===== config.mk =====
export PLATFORM = sky130hd
export DESIGN_NAME = multicycle_control_fsm
export DESIGN_NICKNAME = d
export VERILOG_FILES = /design/src/rtl/multicycle_control_fsm.sv
export SDC_FILE = /design/constraint.sdc
export NUM_CORES = 1
export LEC_CHECK = 0
export CAP_MARGIN = 15
export CORE_ASPECT_RATIO = 1.1
export CORE_MARGIN = 2
export CORE_UTILIZATION = 40
export CTS_CLUSTER_DIAMETER = 40
export DETAILED_ROUTE_END_ITERATION = 16
export MAX_ROUTING_LAYER = met4
export PLACE_DENSITY = 0.71
export REMOVE_ABC_BUFFERS = 1
export SYNTH_ARGS = -nofsm -noshare
export SYNTH_HDL_FRONTEND = slang
export SYNTH_SLANG_ARGS = --single-unit
export TNS_END_PERCENT = 30

===== constraint.sdc =====
create_clock -name clk -period 1.75 [get_ports clk]
set_input_delay 0.2625 -clock clk [delete_from_list [all_inputs] [get_ports clk]]
set_output_delay 0.2625 -clock clk [all_outputs]
set_load 0.02 [all_outputs]

===== src/rtl/multicycle_control_fsm.sv =====
// Main control sequencer for the multi-cycle RV32I core: decodes the IR opcode and
// steps the shared datapath through fetch/decode/execute/memory/writeback.
module multicycle_control_fsm #(
  parameter int CNT_W = 32
) (
  input  logic             clk,
  input  logic             rst,
  input  logic [6:0]       op,
  input  logic [2:0]       funct3,
  input  logic             funct7b5,
  input  logic             Zero,
  input  logic             mem_ready,
  output logic             mem_req,
  output logic             PCWrite,
  output logic             AdrSrc,
  output logic             MemWrite,
  output logic             IRWrite,
  output logic [1:0]       ResultSrc,
  output logic [1:0]       ALUSrcA,
  output logic [1:0]       ALUSrcB,
  output logic [1:0]       ImmSrc,
  output logic [2:0]       ALUControl,
  output logic             RegWrite,
  output logic             illegal,
  output logic [CNT_W-1:0] instr_count
);

  localparam logic [6:0] OP_LOAD   = 7'b0000011;
  localparam logic [6:0] OP_STORE  = 7'b0100011;
  localparam logic [6:0] OP_RTYPE  = 7'b0110011;
  localparam logic [6:0] OP_ITYPE  = 7'b0010011;
  localparam logic [6:0] OP_BRANCH = 7'b1100011;
  localparam logic [6:0] OP_JAL    = 7'b1101111;

  localparam logic [1:0] ALUOP_ADD   = 2'b00;
  localparam logic [1:0] ALUOP_SUB   = 2'b01;
  localparam logic [1:0] ALUOP_FUNCT = 2'b10;

  typedef enum logic [3:0] {
    S_FETCH,
    S_DECODE,
    S_MEMADR,
    S_MEMREAD,
    S_MEMWB,
    S_MEMWRITE,
    S_EXECR,
    S_EXECI,
    S_ALUWB,
    S_BEQ,
    S_JAL
  } state_t;

  state_t           r_state;
  state_t           w_nextState;
  logic [CNT_W-1:0] r_instrCount;

  logic       w_memReq;
  logic       w_pcUpdate;
  logic       w_branch;
  logic       w_adrSrc;
  logic       w_memWrite;
  logic       w_irWrite;
  logic [1:0] w_resultSrc;
  logic [1:0] w_aluSrcA;
  logic [1:0] w_aluSrcB;
  logic [1:0] w_immSrc;
  logic [1:0] w_aluOp;
  logic [2:0] w_aluControl;
  logic       w_regWrite;
  logic       w_illegal;
  logic       w_retire;

  always_ff @(posedge clk or negedge rst) begin
    if (!rst) begin
      r_state <= S_FETCH;
    end else begin
      r_state <= w_nextState;
    end
  end

  always_comb begin
    w_nextState = r_state;
    w_memReq    = 1'b0;
    w_pcUpdate  = 1'b0;
    w_branch    = 1'b0;
    w_adrSrc    = 1'b0;
    w_memWrite  = 1'b0;
    w_irWrite   = 1'b0;
    w_resultSrc = 2'b00;
    w_aluSrcA   = 2'b00;
    w_aluSrcB   = 2'b00;
    w_immSrc    = 2'b00;
    w_aluOp     = ALUOP_ADD;
    w_regWrite  = 1'b0;
    w_illegal   = 1'b0;
    w_retire    = 1'b0;
    case (r_state)
      S_FETCH: begin
        w_memReq    = 1'b1;
        w_aluSrcB   = 2'b10;
        w_resultSrc = 2'b10;
        if (mem_ready) begin
          w_irWrite   = 1'b1;
          w_pcUpdate  = 1'b1;
          w_nextState = S_DECODE;
        end
      end
      S_DECODE: begin
        w_aluSrcA = 2'b01;
        w_aluSrcB = 2'b01;
        w_immSrc  = 2'b10;
        case (op)
          OP_LOAD, OP_STORE: w_nextState = S_MEMADR;
          OP_RTYPE:          w_nextState = S_EXECR;
          OP_ITYPE:          w_nextState = S_EXECI;
          OP_BRANCH:         w_nextState = S_BEQ;
          OP_JAL:            w_nextState = S_JAL;
          default: begin
            w_illegal   = 1'b1;
            w_nextState = S_FETCH;
          end
        endcase
      end
      // op[5] separates sw (0100011) from lw (0000011)
      S_MEMADR: begin
        w_aluSrcA   = 2'b10;
        w_aluSrcB   = 2'b01;
        w_immSrc    = op[5] ? 2'b01 : 2'b00;
        w_nextState = op[5] ? S_MEMWRITE : S_MEMREAD;
      end
      S_MEMREAD: begin
        w_memReq = 1'b1;
        w_adrSrc = 1'b1;
        if (mem_ready) begin
          w_nextState = S_MEMWB;
        end
      end
      S_MEMWB: begin
        w_resultSrc = 2'b01;
        w_regWrite  = 1'b1;
        w_retire    = 1'b1;
        w_nextState = S_FETCH;
      end
      S_MEMWRITE: begin
        w_memReq   = 1'b1;
        w_adrSrc   = 1'b1;
        w_memWrite = 1'b1;
        if (mem_ready) begin
          w_retire    = 1'b1;
          w_nextState = S_FETCH;
        end
      end
      S_EXECR: begin
        w_aluSrcA   = 2'b10;
        w_aluOp     = ALUOP_FUNCT;
        w_nextState = S_ALUWB;
      end
      S_EXECI: begin
        w_aluSrcA   = 2'b10;
        w_aluSrcB   = 2'b01;
        w_aluOp     = ALUOP_FUNCT;
        w_nextState = S_ALUWB;
      end
      S_ALUWB: begin
        w_regWrite  = 1'b1;
        w_retire    = 1'b1;
        w_nextState = S_FETCH;
      end
      S_BEQ: begin
        w_aluSrcA   = 2'b10;
        w_aluOp     = ALUOP_SUB;
        w_branch    = 1'b1;
        w_retire    = 1'b1;
        w_nextState = S_FETCH;
      end
      S_JAL: begin
        w_aluSrcA   = 2'b01;
        w_aluSrcB   = 2'b10;
        w_immSrc    = 2'b11;
        w_pcUpdate  = 1'b1;
        w_nextState = S_ALUWB;
      end
      default: w_nextState = S_FETCH;
    endcase
  end

  always_comb begin
    w_aluControl = 3'b000;
    case (w_aluOp)
      ALUOP_SUB: w_aluControl = 3'b001;
      ALUOP_FUNCT: begin
        case (funct3)
          3'b000:  w_aluControl = (op[5] & funct7b5) ? 3'b001 : 3'b000;
          3'b010:  w_aluControl = 3'b101;
          3'b110:  w_aluControl = 3'b011;
          3'b111:  w_aluControl = 3'b010;
          default: w_aluControl = 3'b000;
        endcase
      end
      default: w_aluControl = 3'b000;
    endcase
  end

  always_ff @(posedge clk or negedge rst) begin
    if (!rst) begin
      r_instrCount <= '0;
    end else if (w_retire) begin
      r_instrCount <= r_instrCount + 1'b1;
    end
  end

  // Outputs are gated by rst so that a mid-access reset drops them without waiting for a clock
  assign mem_req     = rst & w_memReq;
  assign PCWrite     = rst & (w_pcUpdate | (w_branch & Zero));
  assign AdrSrc      = rst & w_adrSrc;
  assign MemWrite    = rst & w_memWrite;
  assign IRWrite     = rst & w_irWrite;
  assign ResultSrc   = rst ? w_resultSrc : 2'b00;
  assign ALUSrcA     = rst ? w_aluSrcA : 2'b00;
  assign ALUSrcB     = rst ? w_aluSrcB : 2'b00;
  assign ImmSrc      = rst ? w_immSrc : 2'b00;
  assign ALUControl  = rst ? w_aluControl : 3'b000;
  assign RegWrite    = rst & w_regWrite;
  assign illegal     = rst & w_illegal;
  assign instr_count = rst ? r_instrCount : '0;

endmodule


==> results.yml <==
status:
  outcome: "finished with violations"
  violations: "setup timing"
power_and_ir_drop:
  p_leak_nw: 1.80
  pwr-share-comb_pct: 58.3
  swShare_pct: 38.5
  power.switching_w: 0.00144
  ir_drop_uv: 736
  p_clk_share_pct: 14.7
  power_frac_seq_pct: 27.1
  p_int_w: 0.00231
  p_per_area_mw_per_mm2: 958
grt:
  grt_max_degree: 35
  antenna_found_initial: 0
  grt_pass1_wl_um: 10000
  track_usage_pct: 19.6
  overflow: 0
  grt_pass1_vias: 2232
floorplan:
  dieArea_mm2: 0.00660
  core-area_mm2: 0.00577
  die_w_um: 77.7
  start_util_pct: 41.4
  std_cell_rows: 29
  ioPinCount: 65
  fp.dieH_um: 85.0
placement:
  dp_hpwl_um: 4450
  place.gp.congestion: 0.867
  place_area_mm2: 0.00343
  portBuffers: 64
route:
  maxUsedRoutingLayer: "met4"
  routedWlPerCell_um: 14.3
  ant_nets: 0
  drtIter0Drc: 85
  wl_met1_um: 2800
  num_vias: 2367
  viasPerCell: 5.07
  wl_met2_um: 3410
  drcViolationCount: 0
  drtPass1Iterations: 4
  wirelength_um: 6680
  wl_met3_um: 294
logic_synthesis:
  async_flop_share_pct: 100
  synth_area_leaders: "dfrtp_1 (38%), xnor2_1 (9.9%), and2_1 (9.4%)"
  syn_inst: 262
  ys_types: 45
  synth_adder_area_share_pct: 1.57
  yosysWarnings: 0
  synth-seq-area-share_pct: 37.7
  post_synth_and_or_nand_nor_area_fraction_pct: 37.2
  ys.flop_type: "dfrtp_1"
  syn_avg_cell_area_um2: 9.11
  synth_compound_area_share_pct: 6.18
  synth_top_area_cell: "dfrtp_1"
  ys_ff_latch: 36
  synth_top_family_by_area: "simple AND/OR/NAND/NOR gates"
  synth_top_area_share_pct: 37.7
  synthMuxAreaShare_pct: 1.36
  synth_edf_count: 0
  synth-xor-area-share_pct: 12.8
  synth_area_mm2: 0.00239
critical_path:
  cp.required_ps: 1490
  worst_setup_path_start_kind: "register"
  end_kind: "primary output"
  ff2ff_path_depth: 9
  cp_max_fo: 3
  worstPathArrival_ps: 1770
  critPathKind: "reg2out"
clock_network:
  path_clk_slew_ps: 70
  htree_levels: 2
  cts_buffers: 5
  clkLatencyLatePin_ps: 290
  cts_sinks: 36
  cts_tree: "built"
  clock_path_buffers: 2
  cts_root_buffer: "clkbuf_8"
sta:
  relSlewSlack_pct: 77.4
  rsz0062_at_grt: "yes"
  layout_setup_ws_ps: -282
  tightest_slew_ps: 336
  fmax_mhz: 492
  whs_ps: 137
  fin_skew_ps: 13.8
  period_share_pct: 116
  hold_viol: 0
  setup_viol: 29
  maxSlewViolCount: 0
  min_period_ps: 2030
  final.setup.tns_ps: -2390
job:
  drv_cap: 0
finish:
  final_util_pct: 67.9
  final.fill_count: 470
  fin_nets: 408
  n_antenna_cell: 0
  layout_commonest_cell: "buf_4"
  design_area_mm2: 0.00392
  mostFrequentLayoutCells: "buf_4 (63), dfrtp_1 (36), and2_1 (35)"
  areaGrowthSynthToFinish_pct: 64.1
  drive_above_1_share_pct: 36.2
hold_path:
  hp-class: "in2async"
cells in the mapped netlist, drive strengths merged (2+ instances only):
master and number:
and2 36, dfrtp 36, xnor2 27, nor2 20, nand2 14, nand4 14, nand3 13, nor3 10
and3 9, xor2 8, a21oi 7, buf 7, clkbuf 7, nand2b 7, nor2b 5, nor4 5
or3 5, nor3b 4, o21ai 4, and4 3, ha 3, inv 3, a21boi 2, mux2 2
critical path, stage by stage (launching register included):
cell	delay (ps)
dfrtp_1	410
and2b_1	220
and2_4	170
inv_1	60
ha_4	230
nor4_4	210
buf_4	180
through the flow:
stage               setup slack (ps)  total power (W)  std cells
global route                    -329          0.00394        467
finish                          -282          0.00375        467
global placement                -449          0.00259        437
detailed placement              -504          0.00261        437
CTS                             -279          0.00335        452
floorplan                       -630          0.00183        248
power groups by stage:
stage	clock (W)	sequential, W	combinational (W)
3_5_place_dp	0	0.00101	0.00160
2_1_floorplan	0	0.00112	0.000703
4_1_cts	0.000562	0.00101	0.00178
3_3_place_gp	0	0.00101	0.00158
6_report	0.000551	0.00102	0.00219
5_1_grt	0.000594	0.00103	0.00232
registers in the layout, indices dropped and copies added (netlist names):
register	flops
r_instrCount	32
r_state	4
cell type report:
type	count	area, um^2	share of cell area [%]
Timing Repair Buffer	135	1190	30.4
Clock inverter	1	5.00	0.128
Multi-Input combinational cell	209	1640	41.9
Clock buffer	6	72.6	1.85
Inverter	3	11.3	0.287
Sequential cell	36	901	23.0
Tap cell	77	96.3	2.46
repair_timing:
item,4_1_cts,5_1_grt
hold buffers,2,0
pin swaps,12,23
resized for setup,155,45
setup endpoints to repair,50,47
buffers inserted,6,16
hold endpoints to repair,4,0
cloned,0,0
layer usage:
metal	vias up	global-route usage (%)
met4	0	7.47
met5	-	-
met1	1122	22.5
li1	1160	-
met2	70	33.5
met3	15	3.94
worst paths after layout:
kind | from | end | slack (ps)
worst max-delay path | r_state[3] | ALUControl[2] | -280
worst max register to register | r_state[3] | r_instrCount[18] | -90
max in group asynchronous | rst | r_state[1] | 980
min in group clk | r_instrCount[31] | r_instrCount[31] | 460
worst min-delay path | rst | r_instrCount[23] | 140
worst min register to register | r_instrCount[31] | r_instrCount[31] | 460
logic make-up (layout without fill, tap and decap cells):
group / after synthesis / count (layout)
simple gates: 147 / 147
flops: 36 / 36
xor+xnor: 35 / 35
compound gates: 21 / 21
buf+inv: 17 / 145
fa+ha+maj: 3 / 3
mux: 3 / 3
Note: power is estimated with default switching activity, not from simulation.
